File: config.mk
export PLATFORM = sky130hd
export DESIGN_NAME = bpsk_symbol_scheduler
export DESIGN_NICKNAME = d
export VERILOG_FILES = /design/src/rtl/bpsk_pkg.sv /design/src/rtl/bpsk_symbol_scheduler_timer.sv /design/src/rtl/bpsk_symbol_scheduler.sv
export SDC_FILE = /design/constraint.sdc
export NUM_CORES = 1
export LEC_CHECK = 0
export ABC_AREA = 1
export CORE_MARGIN = 5
export CORE_UTILIZATION = 45
export CTS_CLUSTER_DIAMETER = 50
export DETAILED_ROUTE_END_ITERATION = 10
export GPL_TIMING_DRIVEN = 1
export PLACE_DENSITY = 0.66
export SLEW_MARGIN = 20
export SYNTH_ARGS = -nofsm -noshare
export SYNTH_HDL_FRONTEND = slang
export SYNTH_SLANG_ARGS = --single-unit
File: constraint.sdc
create_clock -name clk_sig -period 2.5 [get_ports clk_sig]
set_clock_uncertainty 0.15 [all_clocks]
set_input_delay 0.5 -clock clk_sig [delete_from_list [all_inputs] [get_ports clk_sig]]
set_output_delay 0.5 -clock clk_sig [all_outputs]
set_load 0.05 [all_outputs]
File: src/rtl/bpsk_pkg.sv
// Shared definitions for the BPSK burst path: scheduler states, default burst
// geometry and a counter-width helper.
package bpsk_pkg;

  typedef enum logic [1:0] {
    IDLE,
    PREAMBLE,
    DATA,
    GUARD
  } sched_state_t;

  localparam int DEF_CYC_PER_SYM  = 64;
  localparam int DEF_PREAMBLE_LEN = 8;
  localparam int DEF_FRAME_LEN    = 32;
  localparam int DEF_GUARD_LEN    = 2;

  // Bits needed to count 0..n-1, never less than one.
  function automatic int cnt_width(input int n);
    return (n <= 2) ? 1 : $clog2(n);
  endfunction

  function automatic int max3(input int a, input int b, input int c);
    int m;
    m = (a > b) ? a : b;
    return (m > c) ? m : c;
  endfunction

endpackage

File: src/rtl/bpsk_symbol_scheduler_timer.sv
// Cycle-within-symbol counter. The flags describe the cycle that follows the
// coming clock edge, so the scheduler can register its outputs one step ahead.
module symbol_timer
  import bpsk_pkg::*;
#(
  parameter int CYC_PER_SYM = DEF_CYC_PER_SYM
) (
  input  logic clk_sig,
  input  logic rst,
  input  logic clear,
  input  logic run,
  output logic sym_first,
  output logic sym_last
);

  localparam int CYC_W = cnt_width(CYC_PER_SYM);
  localparam logic [CYC_W-1:0] CYC_LAST = CYC_W'(CYC_PER_SYM - 1);

  logic [CYC_W-1:0] cyc_reg;
  logic [CYC_W-1:0] cyc_next;

  always_comb begin
    cyc_next = cyc_reg;
    if (clear) begin
      cyc_next = '0;
    end else if (run) begin
      cyc_next = (cyc_reg == CYC_LAST) ? '0 : cyc_reg + CYC_W'(1);
    end
  end

  always_ff @(posedge clk_sig) begin
    if (rst) begin
      cyc_reg <= '0;
    end else begin
      cyc_reg <= cyc_next;
    end
  end

  assign sym_first = (cyc_next == '0);
  assign sym_last  = (cyc_next == CYC_LAST);

endmodule

File: src/rtl/bpsk_symbol_scheduler.sv
// Burst sequencer for the BPSK carrier: preamble, data pulled from the bit
// source, then a carrier-off guard. Every control output is a flop.
module bpsk_symbol_scheduler
  import bpsk_pkg::*;
#(
  parameter int CYC_PER_SYM  = DEF_CYC_PER_SYM,
  parameter int PREAMBLE_LEN = DEF_PREAMBLE_LEN,
  parameter int FRAME_LEN    = DEF_FRAME_LEN,
  parameter int GUARD_LEN    = DEF_GUARD_LEN
) (
  input  logic clk_sig,
  input  logic rst,
  input  logic start,
  input  logic bit_data,
  input  logic bit_valid,
  output logic bit_ready,
  output logic carrier_en,
  output logic phase_rst,
  output logic phase_inv,
  output logic sym_strobe,
  output logic busy,
  output logic frame_done,
  output logic underrun
);

  localparam int SYM_W = cnt_width(max3(PREAMBLE_LEN, FRAME_LEN, GUARD_LEN));
  localparam logic [SYM_W-1:0] PRE_LAST   = SYM_W'(PREAMBLE_LEN - 1);
  localparam logic [SYM_W-1:0] DATA_LAST  = SYM_W'(FRAME_LEN - 1);
  localparam logic [SYM_W-1:0] GUARD_LAST = SYM_W'(GUARD_LEN - 1);

  sched_state_t     state_reg;
  logic [SYM_W-1:0] sym_reg;
  logic sym_first, sym_last, start_accept;
  logic bit_ready_reg, carrier_en_reg, phase_rst_reg, phase_inv_reg;
  logic sym_strobe_reg, busy_reg, frame_done_reg, underrun_reg;

  assign start_accept = (state_reg == IDLE) && start;

  symbol_timer #(
    .CYC_PER_SYM(CYC_PER_SYM)
  ) u_timer (
    .clk_sig  (clk_sig),
    .rst      (rst),
    .clear    (start_accept),
    .run      (state_reg != IDLE),
    .sym_first(sym_first),
    .sym_last (sym_last)
  );

  always_ff @(posedge clk_sig) begin
    if (rst) begin
      state_reg      <= IDLE;
      sym_reg        <= '0;
      bit_ready_reg  <= 1'b0;
      carrier_en_reg <= 1'b0;
      phase_rst_reg  <= 1'b0;
      phase_inv_reg  <= 1'b0;
      sym_strobe_reg <= 1'b0;
      busy_reg       <= 1'b0;
      frame_done_reg <= 1'b0;
      underrun_reg   <= 1'b0;
    end else begin
      bit_ready_reg  <= 1'b0;
      phase_rst_reg  <= 1'b0;
      sym_strobe_reg <= 1'b0;
      frame_done_reg <= 1'b0;
      // The bit source had its one chance this cycle; a miss is sticky.
      if (bit_ready_reg && !bit_valid) begin
        underrun_reg <= 1'b1;
      end
      case (state_reg)
        IDLE: begin
          if (start) begin
            state_reg      <= PREAMBLE;
            sym_reg        <= '0;
            underrun_reg   <= 1'b0;
            phase_rst_reg  <= 1'b1;
            carrier_en_reg <= 1'b1;
            busy_reg       <= 1'b1;
            sym_strobe_reg <= 1'b1;
            phase_inv_reg  <= 1'b0;
          end
        end
        PREAMBLE: begin
          if (sym_first) begin
            sym_strobe_reg <= 1'b1;
            if (sym_reg == PRE_LAST) begin
              state_reg     <= DATA;
              sym_reg       <= '0;
              phase_inv_reg <= bit_valid & bit_data;
            end else begin
              sym_reg       <= sym_reg + SYM_W'(1);
              phase_inv_reg <= ~sym_reg[0];
            end
          end else if (sym_last && sym_reg == PRE_LAST) begin
            bit_ready_reg <= 1'b1;
          end
        end
        DATA: begin
          if (sym_first) begin
            if (sym_reg == DATA_LAST) begin
              sym_reg        <= '0;
              phase_inv_reg  <= 1'b0;
              carrier_en_reg <= 1'b0;
              if (GUARD_LEN == 0) begin
                state_reg      <= IDLE;
                busy_reg       <= 1'b0;
                frame_done_reg <= 1'b1;
              end else begin
                state_reg <= GUARD;
              end
            end else begin
              sym_reg        <= sym_reg + SYM_W'(1);
              phase_inv_reg  <= bit_valid & bit_data;
              sym_strobe_reg <= 1'b1;
            end
          end else if (sym_last && sym_reg != DATA_LAST) begin
            bit_ready_reg <= 1'b1;
          end
        end
        GUARD: begin
          if (sym_first) begin
            if (sym_reg == GUARD_LAST) begin
              state_reg      <= IDLE;
              sym_reg        <= '0;
              busy_reg       <= 1'b0;
              frame_done_reg <= 1'b1;
            end else begin
              sym_reg <= sym_reg + SYM_W'(1);
            end
          end
        end
        default: state_reg <= IDLE;
      endcase
    end
  end

  assign bit_ready  = bit_ready_reg;
  assign carrier_en = carrier_en_reg;
  assign phase_rst  = phase_rst_reg;
  assign phase_inv  = phase_inv_reg;
  assign sym_strobe = sym_strobe_reg;
  assign busy       = busy_reg;
  assign frame_done = frame_done_reg;
  assign underrun   = underrun_reg;

endmodule

==> summary by stage, run 1 <==
Placement
The count of input and output buffers is 12. Routability-driven placement finished with a final weighted congestion of 0.892. After detailed placement, the total cell area comes to 1490 µm². At the placement stage, the worst setup path has a slack of -0.0282 ns. The final HPWL from detailed placement is 2.33 mm.

Power and ir drop
The analysis attributes to cell leakage a power of 0.713 nW. The power per standard cell area is 1040 nW/µm². The worst-case IR drop observed on VDD is 637 µV.

Critical path
The slowest stage of the critical path is the sky130_fd_sc_hd__dfxtp_2 cell. The startpoint identified for the worst register-to-register timing path is state_reg[0]. For flop-to-flop paths, the worst setup slack is 0.22 ns. Together, buffers and inverters on the worst path number 2. The nature of the critical path startpoint is a flip-flop. The largest single stage delay on the critical path is 0.36 ns.

The depth of the worst register-to-register path is 13. STA puts the critical path data arrival time at 2.33 ns. The maximum fanout along the worst path is 8. The critical path goes through inv_1 > ha_2 > nand2_2 > inv_2 > nor2_1 > nand2_1 > nand2_1 > nor2_4 > nand4_4 > a21oi_4 > nand2_2 > o21ai_1 > nor2_1. The critical path endpoint category is a flip-flop. The number of stages on the worst setup path is 13. The reg-to-reg endpoint is sym_reg[0].

Data on the critical path is required at its endpoint by 2.56 ns. Among cell families on the critical path, the largest total delay comes from simple AND/OR/NAND/NOR gates. The critical path in this run is classified as reg2reg.

STA
The final count of negative-setup-slack endpoints is 0. The max-slew violation count came to 0. Adding up every negative setup slack in the final design gives 0 ns.

Setup repair after global routing left no endpoint under its margin. The headroom to the max-slew limit is 0.667. The portion of the clock cycle consumed by the worst path in the final layout is 0.910. After layout, the worst setup slack is 0.225 ns. Derived from the worst setup path, the maximum achievable clock frequency is 439 MHz.

At the pin with the least slew margin, the transition time is 0.498 ns. The smallest clock period supported by the final layout is computed as 2.28 ns. The number of failing hold endpoints at the final stage is 0.

Worst hold path
The path with the worst hold slack has its endpoint at busy. The worst hold path begins at busy. The worst hold-check path type is reg2reg. The hold path depth is 2.

Finish
Summing all multi-input logic gate instances after layout gives 777 µm². The number of antenna diodes is 0. The total number of nets in the final design is 226. The finished cells cover 1520 µm².

The number of flip-flops under the largest register name is 6. The combined flip-flop and latch cell area is 423 µm². After filler insertion, the fill cell instance count of the layout stands at 283. From synthesis to final layout, the design area changed by 15.1%.

Of the cells placed in the final design, the portion with a size suffix greater than 1 is 0.147.

Floorplan
The core region area is 2780 µm². The initial utilization of the core area, before any placement, comes to 0.475. The die covers 4120 µm². The floorplan has 19 rows. During I/O placement, the number of pins put on the boundary was 13.

The height of the chip is 64.2 µm. The horizontal die dimension is 64.2 µm.

Global route
The number of antenna violations at the first check in global routing was 0. Entering global routing, the biggest net connects 13 pins. Summed over all layers, the global routing overflow is 0. The number of global-route vias before repair came to 1,210. The global-route wire length before repair is 4.97 mm. The total global routing track utilization is 0.149.

Outcome
The flow ran to the end, and the final reports show no timing, DRC or antenna violations.

Synthesis
In the synthesized netlist, the number of instances is 194. The post-synthesis compound-gate area fraction came to 0.0890. The dominant combinational cell family by area after synthesis is simple AND/OR/NAND/NOR gates. Of the total synthesized cell area, the portion taken by full adders, half adders and majority gates is 0.0852. Counting instances in the post-synthesis netlist gives the leading cell types as sky130_fd_sc_hd__nand2_1 (43), sky130_fd_sc_hd__nor2_1 (32), sky130_fd_sc_hd__inv_1 (25). The synthesized netlist contains 28 unique library cells.

For this run, asynchronously set or reset flops after synthesis account for 0. The parity-gate share of the synthesized area counting xor and xnor cells is 0.00663. Of the total synthesized cell area, the portion taken by AND, OR, NAND and NOR gates is 0.405. Counting flops and latches in the post-synthesis netlist gives 21.

The post-synthesis net count is 208. The average footprint of a synthesized cell is 6.81 µm². The post-synth design cell area is 1320 µm². The fraction of synthesized area in multiplexers is 0. The sequential fraction of the synthesis area is 0.318. The portion of synthesized cell area occupied by the leading cell type is 0.318. For this run, the number of Yosys warnings is 0. The most common cell in the synthesized netlist is sky130_fd_sc_hd__nand2_1.

Sorting the synthesized cells by area gives the leading types as sky130_fd_sc_hd__dfxtp_1 (32%), sky130_fd_sc_hd__nand2_1 (12%), sky130_fd_sc_hd__nor2_1 (9.1%). The synthesized design contains 0 enable-type register cells. For this run, the leading register cell type out of synthesis is sky130_fd_sc_hd__dfxtp_1. The library cell with the largest summed area after synthesis is sky130_fd_sc_hd__dfxtp_1.

Clock tree
In this run the number of H-tree levels came out at 1. The sink count of the clock tree is 21. The TritonCTS clock tree is yes. The hold buffer count at cts is 0. No sink is reached through more buffers than the 2 on the longest clock path. Clock tree synthesis selected as its root buffer the cell sky130_fd_sc_hd__clkbuf_4.

The TritonCTS buffer count is 3. The clock edge transition at the registers on the reported setup and hold paths is 0.11 ns. The source-to-sink clock delay at the later pin of the worst-skew pair is 0.30 ns.

Drt
Before antenna repair, the detailed router went through 4 iterations. After the first detailed-routing iteration, the DRC count stood at 57. Summing over every cut layer, the via total after detailed routing is 1,213.

The number of nets still failing antenna checks after routing is 0. The average wire per standard cell is 11.8 µm. The wire length reported by the detailed router is 2.86 mm. After detailed routing, the number of remaining DRC violations is 0.

The detail-routed via count per cell is 5.01.

Run
The tool flagged a number of max-cap violations equal to 0.
## how the worst max path moves through the flow
stage,from,endpoint,slack (ns)
2_1_floorplan,state_reg[0],sym_reg[3],0.42
3_3_place_gp,start,sym_reg[2],0.04
3_5_place_dp,start,sym_reg[2],-0.03
4_1_cts,state_reg[0],sym_reg[0],0.04
5_1_grt,state_reg[0],sym_reg[0],0.01
6_report,state_reg[0],sym_reg[0],0.22
## per-stage QoR
stage	std cells	utilization	power (mW)	hold WS [ns]
final	242	0.547	1.59	0.315
after global routing	242	0.547	1.75	0.354
after CTS	242	0.545	1.59	0.322
after detailed placement	238	0.535	1.43	0.305
after global placement	238	0.535	1.42	0.302
after floorplan	194	-	1.20	0.314
## cell usage in the layout, fill, tap and decap left out
| cell type | count |
|---|---|
| sky130_fd_sc_hd__xor2_1 | 1 |
| sky130_fd_sc_hd__o21ai_2 | 1 |
| sky130_fd_sc_hd__o21ai_0 | 2 |
| sky130_fd_sc_hd__ha_2 | 1 |
| sky130_fd_sc_hd__or2_1 | 1 |
| sky130_fd_sc_hd__nand2_2 | 10 |
| sky130_fd_sc_hd__nand4_4 | 1 |
| sky130_fd_sc_hd__a21oi_1 | 6 |
| sky130_fd_sc_hd__nor4b_1 | 1 |
| sky130_fd_sc_hd__nand3_1 | 10 |
| sky130_fd_sc_hd__inv_1 | 25 |
| sky130_fd_sc_hd__buf_4 | 3 |
| sky130_fd_sc_hd__ha_1 | 8 |
| sky130_fd_sc_hd__o21ai_1 | 7 |
| sky130_fd_sc_hd__nand2_1 | 43 |
| sky130_fd_sc_hd__a311oi_1 | 1 |
| sky130_fd_sc_hd__nor2_2 | 1 |
| sky130_fd_sc_hd__a21oi_2 | 1 |
| sky130_fd_sc_hd__nand4_1 | 6 |
| sky130_fd_sc_hd__clkdlybuf4s50_1 | 12 |
| sky130_fd_sc_hd__nor3_1 | 4 |
| sky130_fd_sc_hd__clkbuf_4 | 3 |
| sky130_fd_sc_hd__clkinv_2 | 1 |
| sky130_fd_sc_hd__inv_2 | 2 |
| sky130_fd_sc_hd__dfxtp_2 | 2 |
| sky130_fd_sc_hd__a21oi_4 | 1 |
| sky130_fd_sc_hd__clkinv_1 | 1 |
| sky130_fd_sc_hd__nand3b_1 | 1 |
| sky130_fd_sc_hd__inv_4 | 1 |
| sky130_fd_sc_hd__dfxtp_1 | 19 |
| sky130_fd_sc_hd__nor2_1 | 32 |
| sky130_fd_sc_hd__nor2_4 | 3 |
## cell type report
class	instances	area share
Clock buffer	3	0.0148
Multi-Input combinational cell	142	0.511
Inverter	29	0.0733
Timing Repair Buffer	15	0.0938
Tap cell	31	0.0255
Clock inverter	1	0.00329
Sequential cell	21	0.278
## where the power goes
group / internal, mW / leakage, nW / switching (mW)
Combinational: 0.331 / 0.523 / 0.613
Clock: 0.0597 / 0.0177 / 0.0996
Sequential: 0.417 / 0.172 / 0.0679
Total: 0.808 / 0.713 / 0.780
## timing repair
action | 4_1_cts | 5_1_grt
buffers inserted | 0 | 0
gates resized for setup | 0 | 3
setup endpoints to repair | 0 | 10
## kinds of logic (layout without fill, tap and decap cells)
group | after synthesis | after routing
and+or+nand+nor | 113 | 113
buffers and inverters | 31 | 48
DFF | 21 | 21
AOI/OAI and AO/OA | 19 | 19
adders and majority gates | 9 | 9
xor gates and xnor gates | 1 | 1
## worst min-delay path, cell delays in order (launching register included)
cell and delay, ns:
sky130_fd_sc_hd__dfxtp_1 0.32, sky130_fd_sc_hd__inv_1 0.05, sky130_fd_sc_hd__a21oi_1 0.06
## per-layer routing
metal | vias up | track usage | share of wire
li1 | 647 | - | -
met1 | 534 | 0.173 | 0.46
met2 | 23 | 0.256 | 0.48
met3 | 9 | 0.0228 | 0.035
met4 | 0 | 0.0891 | 0.031
met5 | - | 0 | 0
Note: power is estimated with default switching activity, not from simulation.
==> run 2, diff against run 1 <==
- CAP_MARGIN: not set -> 20
==> results of run 2 <==
Same layout as run 1: the final DEF is identical, and so are final timing and power.
==> run 3, diff against run 2 <==
- CTS_CLUSTER_SIZE: not set -> 40
==> results of run 3 <==
Same layout as run 1: the final DEF is identical, and so are final timing and power.
